[src/rtl/lsu_access_ctrl.sv]
// lsu_access_ctrl: access controller between the pipeline and a byte-addressed
// data memory with combinational read and posedge write.
// Handles RV32 load/store sizes, legality and alignment checks, and load
// sign/zero extension.
// Optional feature: define LSU_MISALIGN_SPLIT_EN to split misaligned
// halfword/word accesses into byte accesses. Without it, misaligned
// accesses are rejected with resp_err.
module lsu_access_ctrl #(
  parameter int ADDR_W = 8
) (
  input  logic              clk,
  input  logic              rst,
  input  logic              req_valid,
  output logic              req_ready,
  input  logic              req_write,
  input  logic [2:0]        req_fun3,
  input  logic [ADDR_W-1:0] req_addr,
  input  logic [31:0]       req_wdata,
  output logic              resp_valid,
  output logic              resp_err,
  output logic [31:0]       resp_rdata,
  output logic              busy,
  output logic              mem_read,
  output logic              mem_write,
  output logic [2:0]        mem_fun3,
  output logic [ADDR_W-1:0] mem_addr,
  output logic [31:0]       mem_wdata,
  input  logic [31:0]       mem_rdata
);

  typedef enum logic [1:0] {
    IDLE   = 2'd0,
    ACCESS = 2'd1,
    SPLIT  = 2'd2,
    RESP   = 2'd3
  } state_t;

  // Sign- or zero-extend raw load data according to the load funct3.
  function automatic logic [31:0] load_extend(input logic [2:0] f, input logic [31:0] d);
    logic [31:0] v;
    case (f)
      3'b000:  v = {{24{d[7]}}, d[7:0]};
      3'b001:  v = {{16{d[15]}}, d[15:0]};
      3'b100:  v = {24'd0, d[7:0]};
      3'b101:  v = {16'd0, d[15:0]};
      default: v = d;
    endcase
    return v;
  endfunction

  state_t            r_state, w_state_nxt;
  logic              r_ready, w_ready_nxt;
  logic              r_busy, w_busy_nxt;
  logic              r_resp_valid, w_resp_valid_nxt;
  logic              r_resp_err, w_resp_err_nxt;
  logic [31:0]       r_resp_rdata, w_resp_rdata_nxt;
  logic              r_mem_read, w_mem_read_nxt;
  logic              r_mem_write, w_mem_write_nxt;
  logic [2:0]        r_mem_fun3, w_mem_fun3_nxt;
  logic [ADDR_W-1:0] r_mem_addr, w_mem_addr_nxt;
  logic [31:0]       r_mem_wdata, w_mem_wdata_nxt;
  logic              r_write, w_write_nxt;
  logic [2:0]        r_fun3, w_fun3_nxt;
  logic [1:0]        w_size;
  logic              w_legal;
  logic              w_misal;
`ifdef LSU_MISALIGN_SPLIT_EN
  logic [ADDR_W-1:0] r_addr, w_addr_nxt;
  logic [31:0]       r_wdata, w_wdata_nxt;
  logic [31:0]       r_asm, w_asm_nxt, w_asm_upd;
  logic [1:0]        r_cnt, w_cnt_nxt, w_cnt_inc;
  logic [1:0]        r_last, w_last_nxt;
  logic [7:0]        w_wbyte;
`endif

  // Classify the incoming request: fun3 legality for its direction and alignment.
  always_comb begin
    w_size = req_fun3[1:0];
    if (req_write) begin
      w_legal = (req_fun3 == 3'b000) || (req_fun3 == 3'b001) || (req_fun3 == 3'b010);
    end else begin
      w_legal = (req_fun3 == 3'b000) || (req_fun3 == 3'b001) || (req_fun3 == 3'b010) ||
                (req_fun3 == 3'b100) || (req_fun3 == 3'b101);
    end
    case (w_size)
      2'b01:   w_misal = req_addr[0];
      2'b10:   w_misal = (req_addr[1:0] != 2'b00);
      default: w_misal = 1'b0;
    endcase
  end

`ifdef LSU_MISALIGN_SPLIT_EN
  // Split byte lanes: merge the returned byte into the assembly word and pick the next store byte.
  always_comb begin
    w_cnt_inc = r_cnt + 2'd1;
    w_asm_upd = r_asm;
    case (r_cnt)
      2'd0:    w_asm_upd[7:0]   = mem_rdata[7:0];
      2'd1:    w_asm_upd[15:8]  = mem_rdata[7:0];
      2'd2:    w_asm_upd[23:16] = mem_rdata[7:0];
      default: w_asm_upd[31:24] = mem_rdata[7:0];
    endcase
    case (w_cnt_inc)
      2'd1:    w_wbyte = r_wdata[15:8];
      2'd2:    w_wbyte = r_wdata[23:16];
      2'd3:    w_wbyte = r_wdata[31:24];
      default: w_wbyte = r_wdata[7:0];
    endcase
  end
`endif

  // Next-state and next-output logic; memory strobes and the response are registered.
  always_comb begin
    w_state_nxt      = r_state;
    w_resp_valid_nxt = 1'b0;
    w_resp_err_nxt   = 1'b0;
    w_resp_rdata_nxt = 32'd0;
    w_mem_read_nxt   = 1'b0;
    w_mem_write_nxt  = 1'b0;
    w_mem_fun3_nxt   = 3'b000;
    w_mem_addr_nxt   = {ADDR_W{1'b0}};
    w_mem_wdata_nxt  = 32'd0;
    w_write_nxt      = r_write;
    w_fun3_nxt       = r_fun3;
`ifdef LSU_MISALIGN_SPLIT_EN
    w_addr_nxt       = r_addr;
    w_wdata_nxt      = r_wdata;
    w_asm_nxt        = r_asm;
    w_cnt_nxt        = r_cnt;
    w_last_nxt       = r_last;
`endif
    case (r_state)
      IDLE: begin
        if (req_valid) begin
          w_write_nxt = req_write;
          w_fun3_nxt  = req_fun3;
          if (!w_legal) begin
            w_state_nxt      = RESP;
            w_resp_valid_nxt = 1'b1;
            w_resp_err_nxt   = 1'b1;
          end else if (!w_misal) begin
            w_state_nxt     = ACCESS;
            w_mem_read_nxt  = !req_write;
            w_mem_write_nxt = req_write;
            w_mem_fun3_nxt  = req_fun3;
            w_mem_addr_nxt  = req_addr;
            w_mem_wdata_nxt = req_write ? req_wdata : 32'd0;
          end else begin
`ifdef LSU_MISALIGN_SPLIT_EN
            w_state_nxt     = SPLIT;
            w_addr_nxt      = req_addr;
            w_wdata_nxt     = req_wdata;
            w_asm_nxt       = 32'd0;
            w_cnt_nxt       = 2'd0;
            w_last_nxt      = (w_size == 2'b01) ? 2'd1 : 2'd3;
            w_mem_read_nxt  = !req_write;
            w_mem_write_nxt = req_write;
            w_mem_fun3_nxt  = req_write ? 3'b000 : 3'b100;
            w_mem_addr_nxt  = req_addr;
            w_mem_wdata_nxt = req_write ? {24'd0, req_wdata[7:0]} : 32'd0;
`else
            w_state_nxt      = RESP;
            w_resp_valid_nxt = 1'b1;
            w_resp_err_nxt   = 1'b1;
`endif
          end
        end else begin
          w_state_nxt = IDLE;
        end
      end
      ACCESS: begin
        w_state_nxt      = RESP;
        w_resp_valid_nxt = 1'b1;
        w_resp_rdata_nxt = r_write ? 32'd0 : load_extend(r_fun3, mem_rdata);
      end
`ifdef LSU_MISALIGN_SPLIT_EN
      SPLIT: begin
        w_asm_nxt = w_asm_upd;
        if (r_cnt == r_last) begin
          w_state_nxt      = RESP;
          w_resp_valid_nxt = 1'b1;
          w_resp_rdata_nxt = r_write ? 32'd0 : load_extend(r_fun3, w_asm_upd);
        end else begin
          w_state_nxt     = SPLIT;
          w_cnt_nxt       = w_cnt_inc;
          w_mem_read_nxt  = !r_write;
          w_mem_write_nxt = r_write;
          w_mem_fun3_nxt  = r_write ? 3'b000 : 3'b100;
          w_mem_addr_nxt  = r_addr + ADDR_W'(w_cnt_inc);
          w_mem_wdata_nxt = r_write ? {24'd0, w_wbyte} : 32'd0;
        end
      end
`endif
      RESP: begin
        w_state_nxt = IDLE;
      end
      default: begin
        w_state_nxt = IDLE;
      end
    endcase
    w_ready_nxt = (w_state_nxt == IDLE);
    w_busy_nxt  = (w_state_nxt != IDLE);
  end

  // State, capture and output registers; reset returns to IDLE with everything cleared.
  always_ff @(posedge clk or posedge rst) begin
    if (rst) begin
      r_state      <= IDLE;
      r_ready      <= 1'b1;
      r_busy       <= 1'b0;
      r_resp_valid <= 1'b0;
      r_resp_err   <= 1'b0;
      r_resp_rdata <= 32'd0;
      r_mem_read   <= 1'b0;
      r_mem_write  <= 1'b0;
      r_mem_fun3   <= 3'b000;
      r_mem_addr   <= {ADDR_W{1'b0}};
      r_mem_wdata  <= 32'd0;
      r_write      <= 1'b0;
      r_fun3       <= 3'b000;
`ifdef LSU_MISALIGN_SPLIT_EN
      r_addr       <= {ADDR_W{1'b0}};
      r_wdata      <= 32'd0;
      r_asm        <= 32'd0;
      r_cnt        <= 2'd0;
      r_last       <= 2'd0;
`endif
    end else begin
      r_state      <= w_state_nxt;
      r_ready      <= w_ready_nxt;
      r_busy       <= w_busy_nxt;
      r_resp_valid <= w_resp_valid_nxt;
      r_resp_err   <= w_resp_err_nxt;
      r_resp_rdata <= w_resp_rdata_nxt;
      r_mem_read   <= w_mem_read_nxt;
      r_mem_write  <= w_mem_write_nxt;
      r_mem_fun3   <= w_mem_fun3_nxt;
      r_mem_addr   <= w_mem_addr_nxt;
      r_mem_wdata  <= w_mem_wdata_nxt;
      r_write      <= w_write_nxt;
      r_fun3       <= w_fun3_nxt;
`ifdef LSU_MISALIGN_SPLIT_EN
      r_addr       <= w_addr_nxt;
      r_wdata      <= w_wdata_nxt;
      r_asm        <= w_asm_nxt;
      r_cnt        <= w_cnt_nxt;
      r_last       <= w_last_nxt;
`endif
    end
  end

  assign req_ready  = r_ready;
  assign busy       = r_busy;
  assign resp_valid = r_resp_valid;
  assign resp_err   = r_resp_err;
  assign resp_rdata = r_resp_rdata;
  assign mem_read   = r_mem_read;
  assign mem_write  = r_mem_write;
  assign mem_fun3   = r_mem_fun3;
  assign mem_addr   = r_mem_addr;
  assign mem_wdata  = r_mem_wdata;

endmodule

[config.mk]
export PLATFORM = sky130hd
export DESIGN_NAME = lsu_access_ctrl
export DESIGN_NICKNAME = d
export VERILOG_FILES = /design/src/rtl/lsu_access_ctrl.sv
export SDC_FILE = /design/constraint.sdc
export NUM_CORES = 1
export LEC_CHECK = 0
export CAP_MARGIN = 5
export CORE_UTILIZATION = 25
export DETAILED_ROUTE_END_ITERATION = 7
export PLACE_DENSITY_LB_ADDON = 0.2
export SYNTH_ARGS = -nofsm -noshare
export SYNTH_HDL_FRONTEND = slang
export SYNTH_SLANG_ARGS = --single-unit
export TNS_END_PERCENT = 100
[constraint.sdc]
create_clock -name clk -period 3.3 [get_ports clk]
set_input_delay 0.825 -clock clk [delete_from_list [all_inputs] [get_ports clk]]
set_output_delay 0.825 -clock clk [all_outputs]
set_load 0.03 [all_outputs]
# --- Word level (Yosys, flattened, before mapping) ---
# Index checks and enable logic that the tools add are counted.
word_totals:
  register_bits: 87
  latch_bits: 0
  ramBits: 0
  romBits: 0
  inputBits: 79
  out_inout_bits: 81
  word_cells: 70
  mem_count: 0
op_classes:
  n_addsub: 0
  mul: 0
  div_mod_pow: 0
  order_cmp: 0
  eq_ne: 10
  shifts: 0
  n_mux: 35
  bitwise_logic: 0
  reduce_logical: 12
op_table:
  columns: ["operator", "n"]
  rows:
  - ["two-way mux 32 bit", 7]
  - ["case mux 32 bit (4 select lines)", 1]
  - ["two-way mux 8 bit", 4]
  - ["two-way mux 1 bit", 13]
  - ["equality test 3 bit, second input constant", 4]
  - ["two-way mux 3 bit", 4]
  - ["equality test 3 x 1 -> 1 bit, second input constant", 2]
  - ["logical NOT 3 bit", 2]
  - ["two-way mux 2 bit", 3]
  - ["equality test 2 x 1 -> 1 bit, second input constant", 2]
  - ["logical NOT 2 bit", 2]
  - ["logical OR 1 bit", 4]
  - ["case mux 1 bit (2 select lines)", 2]
  - ["case mux 2 bit (2 select lines)", 1]
  - ["nonzero test 2 bit", 2]
  - ["equality test 3 x 2 -> 1 bit, second input constant", 1]
  - ["equality test 2 bit, second input constant", 1]
  - ["AND reduction 2 bit", 1]
  - ["logical NOT 1 bit", 1]

# --- Longest topological paths before layout ---
depth:
  word_depth: 10
  depth_mapped: 7
  depth_no_buf: 5

# --- Worst setup path after synthesis ---
# OpenSTA, ideal clock, no wires.
synth_timing:
  path_type: "input to register"
  from: "in req_fun3[0]"
  to: "reg r_mem_addr[0] (netlist: mem_addr[0])"
  setup_ns: 0.122
  arrival_time_ns: 1.843
  required_ns: 3.178
  setup_slack_ns: 1.335
  path_stages: 6
  n_path_buf: 1
  cell_sequence: "inv_1 > ha_1 > nor2b_1 > o31ai_4 > buf_6 > nor3_2"
synth_via:
  elab_chain_len: 9
  elab_cells_between_ends: 17
  classes_between: "eq/ne (6); mux (6); reduce/logical (5)"
synth_lines:
  columns: ["element", "line_no", "text"]
  rows:
  - ["start: declaration", "16", "input logic [2:0] req_fun3,"]
  - ["equality test 3 x 1 -> 1 bit or logical NOT 3 bit (tied branches)", "80, 82", null]
  - ["logical OR 1 bit (2 in a row)", "80, 82", null]
  - ["logical OR 1 bit", "82", "w_legal = (req_fun3 == 3'b000) || (req_fun3 == 3'b001) || (req_fun3 == 3'b010) ||"]
  - ["logical OR 1 bit", "83", "(req_fun3 == 3'b100) || (req_fun3 == 3'b101);"]
  - ["two-way mux 1 bit", "79", "if (req_write) begin"]
  - ["two-way mux 8 bit (*)", "137", "if (!w_legal) begin"]
  - ["two-way mux 8 bit (*)", "134", "if (req_valid) begin"]
  - ["two-way mux 8 bit (*)", "132", "case (r_state)"]
  - ["via w_mem_addr_nxt[0]", "60", "logic [ADDR_W-1:0] r_mem_addr, w_mem_addr_nxt;"]
  - ["end signal: assignment", "217", "r_mem_addr <= {ADDR_W{1'b0}};"]
  - ["end signal: assignment", "238", "r_mem_addr <= w_mem_addr_nxt;"]
  - ["end: declaration", "60", null]
# Mark *: on every way through the listed nets, which the timed path passes. The rest lies on a longest branch.
# A chain may end at the register's enable or synchronous reset.

# --- Worst setup path in the final report ---
layout_timing:
  from: "reg r_resp_valid (netlist: resp_valid)"
  to: "out resp_valid"
layout_lines:
  columns: ["element", "line_no", "text"]
  rows:
  - ["start: declaration", "54", "logic r_resp_valid, w_resp_valid_nxt;"]
  - ["start signal: assignment", "232", "r_resp_valid <= w_resp_valid_nxt;"]
  - ["end: declaration", "19", "output logic resp_valid,"]
# No word-level cell between the ends.

==> flow_metrics.tcl <==
set metrics [dict create \
    run_status "finished, final reports clean" \
    async_flop_share_pct 100 \
    fp-row-count 42 \
    wl_per_cell_um 13.7 \
    hold_viol_final 0 \
    numCtsBuffers 9 \
    critPathBufInv 1 \
    antenna_found_initial 0 \
    synth-seq-cells 86 \
    via_per_inst 4.15 \
    ios 160 \
    ys_warn_count 0 \
    drv_slew 0 \
    synth_area_leader_cell "dfrtp_1" \
    drt-total-wl_mm 8.46 \
    grt_pass1_wl_mm 13.5 \
    die_width_um 119 \
    nNetsFinal 519 \
    antenna_cells 0 \
    start_util_pct 25.7 \
    relSlewSlack_pct 43.8 \
    final-setup-viol-count 0 \
    core_um2 13300 \
    power_mw 3.38 \
    htree_levels 3 \
    cts_hold_buf 0 \
    synthCells 280 \
    io_buffer_count 159 \
    rsz0062_at_grt "no" \
    clk_pin_slew_ps 60 \
    synth_area_leaders "dfrtp_1 (62%), nor3_2 (12%), nand2_1 (4.5%)" \
    yosysSeqAreaShare_pct 63.0 \
    fin_crit_ps 2350 \
    r2r_end "resp_rdata[13]$_DFF_PP0_" \
    dr.pass1.iters 4 \
    cp-endpoint "resp_valid" \
    drv_cap 0 \
    gp_congestion 0.675 \
    post-dp-hpwl_mm 5.82 \
    min_period_over_period_pct 71.1 \
    fin_area_um2 5470 \
    cts-root-buf "clkbuf_16" \
    synth_flop_cell "dfrtp_1" \
    critPathKind "register to output pin" \
    postCtsSetupRepairBufs 0 \
    crit_family "buffers and inverters" \
    die_h_um 119 \
    drive_gt1_share_pct 16.3 \
    synth_most_common_cell "dfrtp_1" \
    seqCellArea_um2 2150 \
    powerDensity_nw_per_um2 618 \
    grt_pass1_vias 2619 \
    track_usage_pct 12.6 \
    synth_cell_type_count 26 \
    syn_avg_cell_area_um2 12.2 \
    required_ps 2470 \
    ff2ff_path_depth 2 \
    worst-path-stages 1 \
    holdWs_ps 539 \
    multi_input_area_um2 1060 \
    cts-resized-gates 0 \
    synth_edf_count 0 \
    cts_buffer_depth 2 \
    cts_tree "done" \
    timing.rr.start "r_fun3[1]$_DFFE_PP0P_" \
    cts_num_sinks 86 \
    clock.fmax_ghz 0.426 \
    ys_top_cells_by_count "dfrtp_1 (85), nand2_1 (41), nor3_2 (40)" \
    power.leakage_nw 2.34 \
    synth_fp_nets 362 \
    place_area_um2 5190 \
    cp_slowest_cell "clkdlybuf4s50_1" \
    syn-cell-area_um2 3420 \
    area_growth_pct 60.3 \
    start_kind "register" \
    clock_insertion_delay_worst_skew_ps 340 \
    grt_max_degree 65 \
    critPathLaunch "resp_valid$_DFF_PP0_" \
    worst-slew-pin-transition_ps 844 \
    skew_ps 6.09 \
    synth_top_area_share_pct 62.3 \
    setup_tns_ps 0 \
    min_path_type "register to register" \
    drt_iter0_markers 108 \
    arrival_ps 1520 \
    vias 2567 \
    crit_chain "clkdlybuf4s50_1" \
    ant_nets 0 \
    dieArea_um2 14100 \
    gr-total-overflow 0 \
    end_kind "output pin" \
    cp_slowest_stage_delay_ps 730 \
    drc 0 \
    peakVddDrop_v 0.000205 \
    ff2ff_setup_slack_ps 1500 \
    fillers 1294 \
    crit_fanout 4 \
]
[area by class of cell]
type                       instances  share of cell area, %
clock buffer                      16                   5.14
inverter                          24                   1.69
multi-input combinational        151                   19.5
tap                              176                   4.02
sequential                        86                   39.3
timing repair buffer             165                   30.4
[per-layer routing]
| metal | wire (µm) | part of all wire (%) | global-route usage [%] |
|---|---|---|---|
| met1 | 3760 | 44 | 15.9 |
| met2 | 3700 | 44 | 18.3 |
| met3 | 826 | 9.8 | 5.36 |
| met4 | 170 | 2.0 | 6.41 |
| met5 | 0 | 0 | 0 |
[metrics by stage]
stage	setup slack [ps]	std cells	util, %
final	955	618	41.2
after global routing	911	618	41.2
after CTS	921	618	41.2
after detailed placement	700	602	39.1
after global placement	714	602	39.1
after floorplan	255	280	-
[kinds of logic after synthesis]
group	Yosys count	share of synthesized area (%)
AOI/OAI and AO/OA	38	6.67
muxes	5	1.65
buffers and inverters	43	6.19
DFF	86	63.0
and+or+nand+nor	105	21.4
adders and majority gates	3	1.10
[sequential cells by signal (all words and copies together) (netlist names)]
name,flops
mem_fun3,3
mem_write,1
mem_addr,8
resp_err,1
req_ready,1
mem_wdata,32
mem_read,1
busy,1
r_state,1
resp_rdata,32
r_fun3,3
resp_valid,1
r_write,1
[report_power, final]
| part | internal, mW | leakage [nW] | switching, mW |
|---|---|---|---|
| Sequential | 1.23 | 1.17 | 0.128 |
| Clock | 0.573 | 0.137 | 0.381 |
| Combinational | 0.466 | 1.03 | 0.606 |
[worst min-delay path by stage]
stage	from	end	slack, ps	depth (start not counted)
2_1_floorplan	r_fun3[2]$_DFFE_PP0P_	r_fun3[2]$_DFFE_PP0P_	500	1
3_3_place_gp	r_fun3[2]$_DFFE_PP0P_	r_fun3[2]$_DFFE_PP0P_	520	1
3_5_place_dp	r_fun3[2]$_DFFE_PP0P_	r_fun3[2]$_DFFE_PP0P_	520	1
4_1_cts	r_fun3[2]$_DFFE_PP0P_	r_fun3[2]$_DFFE_PP0P_	540	1
5_1_grt	r_fun3[2]$_DFFE_PP0P_	r_fun3[2]$_DFFE_PP0P_	560	1
6_report	r_fun3[2]$_DFFE_PP0P_	r_fun3[2]$_DFFE_PP0P_	540	1
[layout by cell type, fill, tap and decap left out]
cell             instances
clkdlybuf4s50_1        159
dfrtp_1                 85
nand2_1                 41
nor3_2                  40
a21oi_1                 24
inv_1                   23
and2_1                   9
o21ai_0                  9
clkbuf_16                9
mux2_2                   5
nor4_1                   5
clkbuf_1                 4
buf_4                    4
ha_1                     3
clkbuf_8                 3
nor2b_1                  2
nor3b_4                  2
nand2b_1                 2
buf_12                   2
a21boi_4                 1
nor3_1                   1
o31a_2                   1
nor2_1                   1
o41a_1                   1
o211ai_2                 1
or4b_1                   1
o31ai_4                  1
nor2b_2                  1
inv_4                    1
dfstp_2                  1
Power figures use the tool's default switching activity.
